$ cat src/rtl/button_pkg.sv
// Shared constants for the push-button conditioning blocks: FSM state encoding
// and default timing for the 100 MHz board clock.
package button_pkg;

    typedef enum logic [1:0] {
        STABLE_LO = 2'd0,
        QUAL_HI   = 2'd1,
        STABLE_HI = 2'd2,
        QUAL_LO   = 2'd3
    } state_t;

    // 200 us debounce window and 20 ms long-press threshold at 100 MHz.
    localparam int unsigned DEF_STABLE_CYCLES = 20000;
    localparam int unsigned DEF_LONG_CYCLES   = 2000000;

endpackage

$ cat src/rtl/button_debounce_sync_2ff.sv
// sync_2ff: two-flop synchronizer with asynchronous active-low reset to 0,
// shared by all asynchronous pad inputs.
module sync_2ff (
    input  logic clk,
    input  logic rst_n,
    input  logic d,
    output logic q
);

    logic r_meta;
    logic r_sync;

    always_ff @(posedge clk or negedge rst_n) begin
        if (!rst_n) begin
            r_meta <= 1'b0;
            r_sync <= 1'b0;
        end else begin
            r_meta <= d;
            r_sync <= r_meta;
        end
    end

    assign q = r_sync;

endmodule

$ cat src/rtl/button_debounce.sv
// Push-button debouncer: synchronizes the pad level and only follows a level
// held for STABLE_CYCLES cycles. Define BUTTON_LONGPRESS_EN for button_long.
module button_debounce #(
    parameter int unsigned STABLE_CYCLES = button_pkg::DEF_STABLE_CYCLES,
    parameter int unsigned CNT_W         = 16,
    parameter int unsigned LONG_CYCLES   = button_pkg::DEF_LONG_CYCLES,
    parameter int unsigned LONG_W        = 24
) (
    input  logic clk,
    input  logic rst_n,
    input  logic button,
    output logic button_db,
    output logic button_busy
`ifdef BUTTON_LONGPRESS_EN
    ,
    output logic button_long
`endif
);

    import button_pkg::*;

    localparam logic [CNT_W-1:0] CNT_LAST = CNT_W'(STABLE_CYCLES - 1);

    // Out-of-range parameters elaborate this empty scope, visible in the hierarchy.
    if (STABLE_CYCLES == 0 || 64'(STABLE_CYCLES) >= (64'd1 << CNT_W)
        || 64'(LONG_CYCLES) >= (64'd1 << LONG_W)) begin : g_illegal_param_range
    end

    logic             w_s;
    state_t           r_state;
    state_t           w_state_nxt;
    logic [CNT_W-1:0] r_cnt;
    logic [CNT_W-1:0] w_cnt_nxt;
    logic             r_db;
    logic             w_db_nxt;
    logic             r_busy;
    logic             w_busy_nxt;

    sync_2ff u_sync (
        .clk   (clk),
        .rst_n (rst_n),
        .d     (button),
        .q     (w_s)
    );

    always_ff @(posedge clk or negedge rst_n) begin
        if (!rst_n) begin
            r_state <= STABLE_LO;
            r_cnt   <= '0;
            r_db    <= 1'b0;
            r_busy  <= 1'b0;
        end else begin
            r_state <= w_state_nxt;
            r_cnt   <= w_cnt_nxt;
            r_db    <= w_db_nxt;
            r_busy  <= w_busy_nxt;
        end
    end

    always_comb begin
        w_state_nxt = r_state;
        w_cnt_nxt   = r_cnt;
        w_db_nxt    = r_db;
        w_busy_nxt  = r_busy;
        unique case (r_state)
            STABLE_LO: begin
                if (w_s) begin
                    w_state_nxt = QUAL_HI;
                    w_cnt_nxt   = '0;
                    w_busy_nxt  = 1'b1;
                end
            end
            QUAL_HI: begin
                if (!w_s) begin
                    w_state_nxt = STABLE_LO;
                    w_cnt_nxt   = '0;
                    w_busy_nxt  = 1'b0;
                end else if (r_cnt == CNT_LAST) begin
                    w_state_nxt = STABLE_HI;
                    w_cnt_nxt   = '0;
                    w_db_nxt    = 1'b1;
                    w_busy_nxt  = 1'b0;
                end else begin
                    w_cnt_nxt = r_cnt + CNT_W'(1);
                end
            end
            STABLE_HI: begin
                if (!w_s) begin
                    w_state_nxt = QUAL_LO;
                    w_cnt_nxt   = '0;
                    w_busy_nxt  = 1'b1;
                end
            end
            QUAL_LO: begin
                if (w_s) begin
                    w_state_nxt = STABLE_HI;
                    w_cnt_nxt   = '0;
                    w_busy_nxt  = 1'b0;
                end else if (r_cnt == CNT_LAST) begin
                    w_state_nxt = STABLE_LO;
                    w_cnt_nxt   = '0;
                    w_db_nxt    = 1'b0;
                    w_busy_nxt  = 1'b0;
                end else begin
                    w_cnt_nxt = r_cnt + CNT_W'(1);
                end
            end
        endcase
    end

    assign button_db   = r_db;
    assign button_busy = r_busy;

`ifdef BUTTON_LONGPRESS_EN
    localparam logic [LONG_W-1:0] LONG_LAST = LONG_W'(LONG_CYCLES - 1);
    localparam logic [LONG_W-1:0] LONG_SAT  = LONG_W'(LONG_CYCLES);

    logic [LONG_W-1:0] r_long_cnt;
    logic              r_long;

    // Counter parks one past the pulse point, so a single hold pulses once.
    always_ff @(posedge clk or negedge rst_n) begin
        if (!rst_n) begin
            r_long_cnt <= '0;
            r_long     <= 1'b0;
        end else if (!r_db) begin
            r_long_cnt <= '0;
            r_long     <= 1'b0;
        end else begin
            if (r_long_cnt != LONG_SAT) begin
                r_long_cnt <= r_long_cnt + LONG_W'(1);
            end
            r_long <= (r_long_cnt == LONG_LAST);
        end
    end

    assign button_long = r_long;
`endif

endmodule

$ cat config.mk
export PLATFORM = sky130hd
export DESIGN_NAME = button_debounce
export DESIGN_NICKNAME = d
export VERILOG_FILES = /design/src/rtl/button_pkg.sv /design/src/rtl/button_debounce_sync_2ff.sv /design/src/rtl/button_debounce.sv
export SDC_FILE = /design/constraint.sdc
export NUM_CORES = 1
export LEC_CHECK = 0
export CAP_MARGIN = 20
export CELL_PAD_IN_SITES_DETAIL_PLACEMENT = 0
export CELL_PAD_IN_SITES_GLOBAL_PLACEMENT = 1
export CORE_UTILIZATION = 35
export CTS_BUF_LIST = sky130_fd_sc_hd__clkbuf_8
export DETAILED_ROUTE_END_ITERATION = 12
export PLACE_DENSITY_LB_ADDON = 0.1
export SKIP_LAST_GASP = 1
export SLEW_MARGIN = 30
export SYNTH_ARGS = -nofsm -noshare
export SYNTH_HDL_FRONTEND = slang
export SYNTH_HIERARCHICAL = 1
export SYNTH_SLANG_ARGS = --single-unit
$ cat constraint.sdc
create_clock -name clk -period 4.4 [get_ports clk]
set_input_delay 0.88 -clock clk [delete_from_list [all_inputs] [get_ports clk]]
set_output_delay 0.88 -clock clk [all_outputs]
set_load 0.02 [all_outputs]
; ---- After elaboration in Yosys (flattened, before gate mapping)
; Index checks and enable logic that the tools add are counted.
[totals]
out_inout_bits = 2
reg_bits = 22
word_cells = 48
input_bits = 3
[op_classes]
reduce_logical = 5
eq_ne = 12
addsub = 1
muxes = 24
[ops]
columns = op, count
row1 = 16-bit two-way mux, 5
row2 = 16-bit one-hot mux with 4 select lines, 1
row3 = "16-bit by 1-bit adder with 16-bit output, second input constant", 1
row4 = "16-bit by 15-bit == test with 1-bit output, second input constant", 1
row5 = 2-bit two-way mux, 6
row6 = 1-bit two-way mux, 9
row7 = "2-bit inequality test, second input constant", 4
row8 = 2-bit one-hot mux with 4 select lines, 1
row9 = 5-bit AND reduction, 1
row10 = "2-bit == test, second input constant", 2
row11 = "2-bit by 1-bit inequality test with 1-bit output, second input constant", 2
row12 = 1-bit one-hot mux with 4 select lines, 1
row13 = 4-bit AND reduction, 1
row14 = "3-bit by 2-bit inequality test with 1-bit output, second input constant", 1
row15 = "3-bit inequality test, second input constant", 1
row16 = "2-bit by 1-bit == test with 1-bit output, second input constant", 1
row17 = 2-bit zero test, 1
row18 = 1-bit one-hot mux with 2 select lines, 1
row19 = 2-bit AND reduction, 1
row20 = 2-bit nonzero test, 1

; ---- Depth between registers and ports, before layout
; Gate-level depths: netlist of run 1.
[logic_depth]
word_depth = 4
mapped_depth = 6
ltp_nobuf = 5

; ---- Modules after synthesis
; Netlist of run 1, hierarchy kept.
[by_module_without_submodules]
columns = mod, seq_area_each_um2, cells_each, instances, area_each_um2
row1 = button_debounce, 500.5, 125, 1, 1188.6
row2 = sync_2ff, 50.0, 2, 1, 50.0

; ---- Worst setup path after synthesis of run 1
; OpenSTA, ideal clock, no wires.
[synth_timing]
path_type = register to register
start = register r_cnt[0]
end = register r_cnt[7]
setup_time_ns = 0.082
arrival_ns = 1.646
t_required_ns = 4.318
path_buffers = 1
slack_ns = 2.672
path_stages_with_launch = 7
synth_period_minus_slack_ns = 1.728
path_cell_list = dfrtp_1 ha_1 and4_1 and4_4 buf_6 or3_1 a31oi_1
[synth_via]
elab_chain_cells = 4
elab_cells_between_ends = 6
cone_classes = add/sub (1) / eq/ne (1) / mux (4)
[synth_rtl]
columns = element, line
row1 = "start, declared", button_debounce.sv:32  ; logic [CNT_W-1:0] r_cnt;
row2 = "start signal, assigned", button_debounce.sv:54  ; r_cnt <= w_cnt_nxt;
row3 = 16-bit by 1-bit adder with 16-bit output or 16-bit by 15-bit == test with 1-bit output (tied branches), -
row4 = 16-bit two-way mux *, "button_debounce.sv:78, button_debounce.sv:99"
row5 = "16-bit two-way mux, on equally long branches", "button_debounce.sv:95, button_debounce.sv:74"
row6 = 16-bit one-hot mux with 4 select lines *, button_debounce.sv:65  ; unique case (r_state)
; Mark *: on every way between the ends. The rest lies on a longest branch, timed or not.
; A chain may end at the register's enable or synchronous reset.

; ---- Worst setup path in the final report of run 1
[layout_timing]
start = register r_cnt[0]
end = register r_cnt[8]
; The elaborated chain is that of the path after synthesis.

==> flow_summary.ini, run 1 <==
[pwr]
powerDensity_nw_per_um2 = 297
p_leak_nw = 0.540
ir_drop_mv = 0.128

[sta]
period_share_pct = 53.6
setup_tns_ns = 0
max_freq_mhz = 424
setup_violations = 0
final_max_slew_viol_count = 0
post-route-min-period_ns = 2.36
fin_skew_ns = 0.00311
rsz0062_at_grt = false
hold_viol = 0
relSlewSlack_pct = 50.2
worst_pin_slew_ns = 0.744

[grt]
gr-total-overflow = 0
antenna_found_initial = 0
first_global_vias = 1010
grt_usage_pct = 17.9
grt_max_degree = 23
grt_pass1_wl_um = 4910

[yosys]
synth.top_cell.area_share_pct = 44.4
synth_area_um2 = 1240
ys_top_cells_by_area = dfrtp_1 44%, a31oi_1 7.1%, nand4_1 3.5%, and3_1 2.5%, nand3_1 2.4%
synth_top_family_by_area = simple AND/OR/NAND/NOR gates
synth_xor_area_share_pct = 1.31
synth.avg_cell_area_um2 = 9.75
synth_cells = 127
yosysSeqAreaShare_pct = 44.4
yosys.area_share.simple_pct = 26.4
synthesis.nets = 131
yosysMostFrequentCell = dfrtp_1
synth-adder-area-share_pct = 1.01
synthTopCellsByCount = 22 x dfrtp_1, 14 x a31oi_1, 7 x nand2_1, 7 x nand4_1
synth_edf_count = 0
synth_cell_types = 43
synthFlopType = dfrtp_1
synth_compound_area_share_pct = 19.1
async_flop_share_pct = 100
ys_ff_latch = 22
yosys_warnings = 6
synth_area_leader_cell = dfrtp_1
synth_mux_area_share_pct = 1.82

[hold_path]
hp-start = u_sync/r_meta$_DFF_PN0_
hold_class = register to register
hold_path_end = u_sync/q$_DFF_PN0_
holdPathStages = 0

[clocking]
clock_latency_ns = 0.26
cts_made_buffers = 3
post_cts_buffers = 0
cts_resized = 0
cts_tree = done
cts_hold_buffers = 0
cts_root_buf = clkbuf_8
cts_buffer_depth = 2
clkSinkCount = 22
clk_pin_slew_ns = 0.08
cts_max_level = 1

[detailed_routing]
num_vias = 1025
drtPass1Iterations = 4
wl_per_cell_um = 16.4
drc = 0
routed_via_density = 5.89
finalWirelength_um = 2860
ant_nets = 0
first_iter_violations = 88

[placement]
hpwl_um = 1900
io_buffers = 4
post_dp_cell_area_um2 = 1280
gp_congestion = 0.751

[critical_path]
cp_top_family = simple AND/OR/NAND/NOR gates
rrSetupSlack_ns = 2.04
slowest_stage = nand4_1
end_kind = register
cp_num_buf_inv = 0
critPathKind = register to register
worstPathCellList = ha_1 -> and4_1 -> nand4_1 -> a31o_2 -> a22o_2
critPathMaxFanout = 16
max_stage_delay_ns = 0.61
cp-start-kind = register
ff2ff_path_depth = 5
required_ns = 4.56
cp.arrival_ns = 2.51
r2r-end = r_cnt[8]$_DFFE_PN0P_
r2r_start = r_cnt[0]$_DFFE_PN0P_

[layout]
layout.nets = 133
drive_gt1_share_pct = 12.5
layout.cell_area.non_filler_um2 = 1340
diodes = 0
fillers = 363
area_growth_pct = 7.78

[floorplanning]
initial_utilization_pct = 36.8
die_w_um = 61.5
ioPinCount = 5
die_area_um2 = 3780
fp-row-count = 21
die_y_um = 61.5
core_area_um2 = 3360

[flow_run]
cap_viol_max_count = 0

[outcome]
run_status = complete, no violations
## flip-flops by register name, indices dropped and copies added, names as in the netlist, named ones only
register,cells
u_sync/r_meta,1
button_busy,1
u_sync/q,1
r_cnt,16
button_db,1
r_state,1
## power by group
group          leakage [nW]  switching [W]  internal [W]
combinational         0.216      0.0000186     0.0000121
sequential            0.296     0.00000934      0.000209
clock                0.0288      0.0000677     0.0000798
## final cells by class
class,count,area [um2],share of cell area (%)
well taps,46,57.6,4.31
clock buffers,4,55.1,4.12
flip-flops and latches,22,551,41.2
multi-input cells,92,614,46.0
inverters,6,22.5,1.69
repair buffers,4,35.0,2.62
## per-stage QoR
stage                     utilization (%)  total power, W  setup slack [ns]  cells  hold slack [ns]
final                                39.7        0.000397              2.04    174            0.369
after global routing                 39.7        0.000417              1.88    174            0.394
after CTS                            39.7        0.000402              2.07    174            0.376
after detailed placement             38.1        0.000254              2.09    170            0.344
after global placement               38.2        0.000254              2.13    170            0.341
after floorplan                         -        0.000242              2.67    127            0.331
## worst max-delay path by stage
stage,from,endpoint,slack (ns),cells past startpoint
after floorplan,r_cnt[0]$_DFFE_PN0P_,r_cnt[7]$_DFFE_PN0P_,2.67,6
after global placement,r_cnt[0]$_DFFE_PN0P_,r_cnt[8]$_DFFE_PN0P_,2.13,5
after detailed placement,r_cnt[0]$_DFFE_PN0P_,r_cnt[8]$_DFFE_PN0P_,2.09,5
after CTS,r_cnt[0]$_DFFE_PN0P_,r_cnt[8]$_DFFE_PN0P_,2.07,5
after global routing,r_cnt[0]$_DFFE_PN0P_,r_cnt[8]$_DFFE_PN0P_,1.88,5
final,r_cnt[0]$_DFFE_PN0P_,r_cnt[8]$_DFFE_PN0P_,2.04,5
## cell usage in the layout, fill, tap and decap left out, drive strengths merged, types with 2 or more instances in the layout
cell type	Yosys	final
and2	2	2
nand2	8	8
o21ai	6	6
o311ai	3	3
mux2	2	2
clkdlybuf4s50	0	3
or3	3	3
a22o	2	2
nor3	2	2
and3	6	6
nand4	7	7
a31oi	14	14
nor3b	2	2
dfrtp	22	22
nand3	6	6
clkbuf	1	4
or4	2	2
inv	6	6
nor2	6	6
nor2b	3	3
and4	3	3
## layer usage
layer	global-route usage (%)	vias to the layer above	part of all wire [%]
li1	-	489	-
met1	24.0	513	47
met2	28.6	19	49
met3	3.78	4	2.7
met4	6.67	0	1.3
met5	0	-	0
## kinds of logic after synthesis
| kind of cell | Yosys count |
|---|---|
| buf+inv | 13 |
| mux | 2 |
| xor+xnor | 1 |
| compound gates | 34 |
| flops | 22 |
| simple gates | 54 |
| fa+ha+maj | 1 |
(Power assumes the default switching activity.)
==> run 2, diff against run 1 <==
==> constraint.sdc (replaced) <==
create_clock -name clk -period 2.2 [get_ports clk]
set_input_delay 0.44 -clock clk [delete_from_list [all_inputs] [get_ports clk]]
set_output_delay 0.44 -clock clk [all_outputs]
set_load 0.02 [all_outputs]
==> flow_summary.ini, run 2 (same netlist as run 1, synthesis figures left out) <==
[placement]
io_buffers = 4
hpwl_um = 1950
gp_congestion = 0.755
detailedPlace.worstSlack_ns = 0.406
post_dp_cell_area_um2 = 1310

[sta]
setup_tns_ns = 0
rsz0062_at_grt = false
setup_violations = 0
setup_ws_ns = 0.397
period_share_pct = 82.0
post-route-min-period_ns = 1.80
fin_skew_ns = 0.00371
max_freq_mhz = 555
final_max_slew_viol_count = 0
relSlewSlack_pct = 60.4
hold_viol = 0
worst_pin_slew_ns = 0.592

[detailed_routing]
first_iter_violations = 75
drc = 0
met1_length_um = 1390
ant_nets = 0
num_vias = 1039
routed_via_density = 5.90
wl_per_cell_um = 16.4
route.met2.wl_um = 1340
drtPass1Iterations = 4
maxUsedRoutingLayer = met4
route.met3.wl_um = 111
finalWirelength_um = 2890

[layout]
area_growth_pct = 8.89
diodes = 0
drive_gt1_share_pct = 13.1
final_common_cell = dfrtp_1
largest_register_ffs = 16
layout.cell_area.non_filler_um2 = 1350
post-route-util_pct = 40.1
layout.nets = 136
top_register = r_cnt
layout.cells.most_common_list = 22 x dfrtp_1, 14 x a31oi_1, 7 x nand2_1, 7 x nand4_1

[critical_path]
end_kind = register
required_ns = 2.39
endpoint = r_cnt[11]$_DFFE_PN0P_
cp.arrival_ns = 1.99
rrSetupSlack_ns = 0.40
ff2ff_path_depth = 5
crit_path_start = r_cnt[0]$_DFFE_PN0P_
r2r-end = r_cnt[11]$_DFFE_PN0P_
critPathKind = register to register
r2r_start = r_cnt[0]$_DFFE_PN0P_
critPathMaxFanout = 12
cp-start-kind = register

[grt]
grt_usage_pct = 18.0
grt_max_degree = 23
antenna_found_initial = 0
gr-total-overflow = 0
grt_pass1_wl_um = 4840
first_global_vias = 1027

[clocking]
cts_made_buffers = 3
cts_max_level = 1
cts_tree = done
clkSinkCount = 22
cts_root_buf = clkbuf_8
cts_hold_buffers = 0
post_cts_buffers = 0
cts_resized = 0
clock_latency_ns = 0.26
cts_buffer_depth = 2
clk_pin_slew_ns = 0.08

[pwr]
power.switching_w = 0.000191
p_leak_nw = 0.547
swShare_pct = 25.1
power_frac_clock_pct = 33.7
combPwrFrac_pct = 8.5
seqPwrFrac_pct = 57.8
totalPowerFinal_w = 0.000759
internal_power_w = 0.000568
powerDensity_nw_per_um2 = 563
ir_drop_mv = 0.253

[outcome]
run_status = complete, no violations

[floorplanning]
fp-row-count = 21
die_y_um = 61.5
initial_utilization_pct = 36.8
die_w_um = 61.5
die_area_um2 = 3780
ioPinCount = 5
core_area_um2 = 3360

[flow_run]
cap_viol_max_count = 0

[hold_path]
hold_class = register to register
[run 2: changes by cell type in the layout (fill, tap and decap cells not counted), sizes merged]
cell           before  now
buf                 1    3
clkdlybuf4s50       3    4
clkbuf              4    3
[run 2: final cells by class]
class                   count  area [um2]
fillers                   353        2010
multi-input cells          92         614
flip-flops and latches     22         551
repair buffers              7        62.6
well taps                  46        57.6
clock buffers               3        41.3
inverters                   6        22.5
[run 2: worst min path at each step]
| stage | endpoint | cells past startpoint | from |
|---|---|---|---|
| 2_1_floorplan | async pin | 0 | rst_n |
| 3_3_place_gp | u_sync/q$_DFF_PN0_ | 0 | u_sync/r_meta$_DFF_PN0_ |
| 3_5_place_dp | u_sync/q$_DFF_PN0_ | 0 | u_sync/r_meta$_DFF_PN0_ |
| 4_1_cts | u_sync/q$_DFF_PN0_ | 0 | u_sync/r_meta$_DFF_PN0_ |
| 5_1_grt | u_sync/q$_DFF_PN0_ | 0 | u_sync/r_meta$_DFF_PN0_ |
| 6_report | u_sync/q$_DFF_PN0_ | 0 | u_sync/r_meta$_DFF_PN0_ |
[run 2: metrics by stage]
stage	cells	hold slack, ns
finish	176	0.358
CTS	176	0.360
detailed placement	173	0.341
global placement	173	0.344
floorplan	127	0.144
global route	176	0.375
[run 2: power groups by stage]
stage / Clock [W] / Combinational, W / Sequential, W
after floorplan: 0 / 0.0000404 / 0.000444
after detailed placement: 0 / 0.0000660 / 0.000447
after global routing: 0.000286 / 0.0000738 / 0.000442
final: 0.000256 / 0.0000645 / 0.000439
after CTS: 0.000266 / 0.0000661 / 0.000438
after global placement: 0 / 0.0000653 / 0.000445
[run 2: worst max-delay path: stages, from the launching register on]
cell and delay [ns]:
dfrtp_1 0.41, ha_1 0.26, and4_1 0.27, and4_4 0.21, or4_1 0.50, o21ai_0 0.08
[run 2: metal layers]
metal / vias to the layer above / GRT usage (%)
met5: - / 0
met4: 0 / 8.25
met3: 6 / 2.73
met2: 22 / 29.3
met1: 514 / 23.5
li1: 497 / -
==> run 3, diff against run 2 <==
==> constraint.sdc (replaced) <==
create_clock -name clk -period 1.8 [get_ports clk]
set_input_delay 0.36 -clock clk [delete_from_list [all_inputs] [get_ports clk]]
set_output_delay 0.36 -clock clk [all_outputs]
set_load 0.02 [all_outputs]
==> flow_summary.ini, run 3 (same netlist as run 1, synthesis figures left out) <==
[detailed_routing]
drc = 0
first_iter_violations = 52
num_vias = 1073
wl_per_cell_um = 15.9
drtPass1Iterations = 4
finalWirelength_um = 2980
routed_via_density = 5.74
ant_nets = 0

[layout]
fillers = 359
top_register = r_cnt
final_common_cell = dfrtp_1
diodes = 0
largest_register_ffs = 16
area_growth_pct = 18.1
drive_gt1_share_pct = 20.6
layout.cells.most_common_list = 22 x dfrtp_1, 14 x a31oi_1, 11 x buf_4
final_cells = 187
layout.nets = 146
layout.cell_area.non_filler_um2 = 1460

[critical_path]
max_stage_delay_ns = 0.40
critPathKind = register to register
cp.arrival_ns = 1.90
required_ns = 1.96
critPathMaxFanout = 4
cp_top_family = compound AO/OA/AOI/OAI gates
slowest_stage = dfrtp_1
cp_num_buf_inv = 1
worstPathCellList = ha_2 -> and4_1 -> buf_4 -> nand4_1 -> a31o_2 -> a22o_2
rrSetupSlack_ns = 0.06
cp-start-kind = register
end_kind = register

[floorplanning]
fp-row-count = 21
die_y_um = 61.5
die_w_um = 61.5
die_area_um2 = 3780
core_area_um2 = 3360
initial_utilization_pct = 36.8
ioPinCount = 5

[placement]
gp_congestion = 0.779
dp.cells = 179
hpwl_um = 2020
post_dp_cell_area_um2 = 1350
io_buffers = 4

[clocking]
clk_pin_slew_ns = 0.08
cts_buffer_depth = 2
cts_root_buf = clkbuf_8
clkSinkCount = 22
cts_max_level = 1
clock_latency_ns = 0.27
cts_tree = done
cts_made_buffers = 3

[grt]
first_global_vias = 1087
grt_pass1_wl_um = 5010
grt_usage_pct = 18.5
gr-total-overflow = 0
grt_max_degree = 23
antenna_found_initial = 0

[flow_run]
cap_viol_max_count = 0

[sta]
fin_skew_ns = 0.00104
hold_viol = 0
final_max_slew_viol_count = 0
post-route-min-period_ns = 1.74
relSlewSlack_pct = 74.0
period_share_pct = 96.5
setup_violations = 0
setup_tns_ns = 0
worst_pin_slew_ns = 0.389
rsz0062_at_grt = true
max_freq_mhz = 576

[hold_path]
hold_class = register to register

[outcome]
run_status = complete, no violations

[pwr]
powerDensity_nw_per_um2 = 751
p_leak_nw = 0.611
totalPowerFinal_w = 0.00110
ir_drop_mv = 0.428
[run 3: cell count changes in the layout (fill, tap and decap cells not counted), sizes merged]
| cell | delta |
|---|---|
| and4 | +1 |
| bufinv | +1 |
| buf | +9 |
[run 3: final timing paths]
path                                              start               endpoint  cells past startpoint
worst max-delay path               r_cnt[1]$_DFFE_PN0P_   r_cnt[8]$_DFFE_PN0P_                      6
worst min-delay path            u_sync/r_meta$_DFF_PN0_     u_sync/q$_DFF_PN0_                      0
worst max register to register     r_cnt[1]$_DFFE_PN0P_   r_cnt[8]$_DFFE_PN0P_                      6
worst min register to register  u_sync/r_meta$_DFF_PN0_     u_sync/q$_DFF_PN0_                      0
max in group asynchronous                         rst_n   r_cnt[6]$_DFFE_PN0P_                      2
min in group asynchronous                         rst_n  r_cnt[14]$_DFFE_PN0P_                      2
[run 3: routing by layer]
| layer | GRT usage, % | vias to the layer above | wire, um |
|---|---|---|---|
| met5 | 0 | - | 0 |
| met4 | 7.30 | 0 | 38 |
| met3 | 4.62 | 4 | 114 |
| met2 | 30.9 | 27 | 1350 |
| met1 | 22.9 | 520 | 1470 |
| li1 | - | 522 | - |
[run 3: where the power goes]
part | total, W | internal (W) | leakage (nW) | switching [W]
Combinational | 0.0000929 | 0.0000434 | 0.280 | 0.0000495
Sequential | 0.000535 | 0.000511 | 0.296 | 0.0000236
Clock | 0.000471 | 0.000297 | 0.0357 | 0.000173
[run 3: metrics by stage]
step                utilization [%]  setup WS [ns]  hold WS (ns)
floorplan                         -         0.0721        0.0644
global placement               40.2         0.0894         0.343
detailed placement             40.2         0.0865         0.343
CTS                            42.3         0.0600         0.363
global route                   43.5        -0.0511         0.367
finish                         43.5         0.0628         0.360
[run 3: area by class of cell]
cell class | count | area [um2] | share of cell area, %
clock buffers | 3 | 41.3 | 2.82
clock inverters | 1 | 30.0 | 2.05
inverters | 6 | 22.5 | 1.54
multi-input cells | 93 | 627 | 42.9
flip-flops and latches | 22 | 551 | 37.6
well taps | 46 | 57.6 | 3.93
repair buffers | 16 | 134 | 9.15
[run 3: timing repair]
action / CTS / global route
gates resized for setup: 0 / 3
hold endpoints to repair: 0 / 0
endpoints found under the setup margin: 0 / 10
hold buffers: 0 / 0
setup buffers: 0 / 3
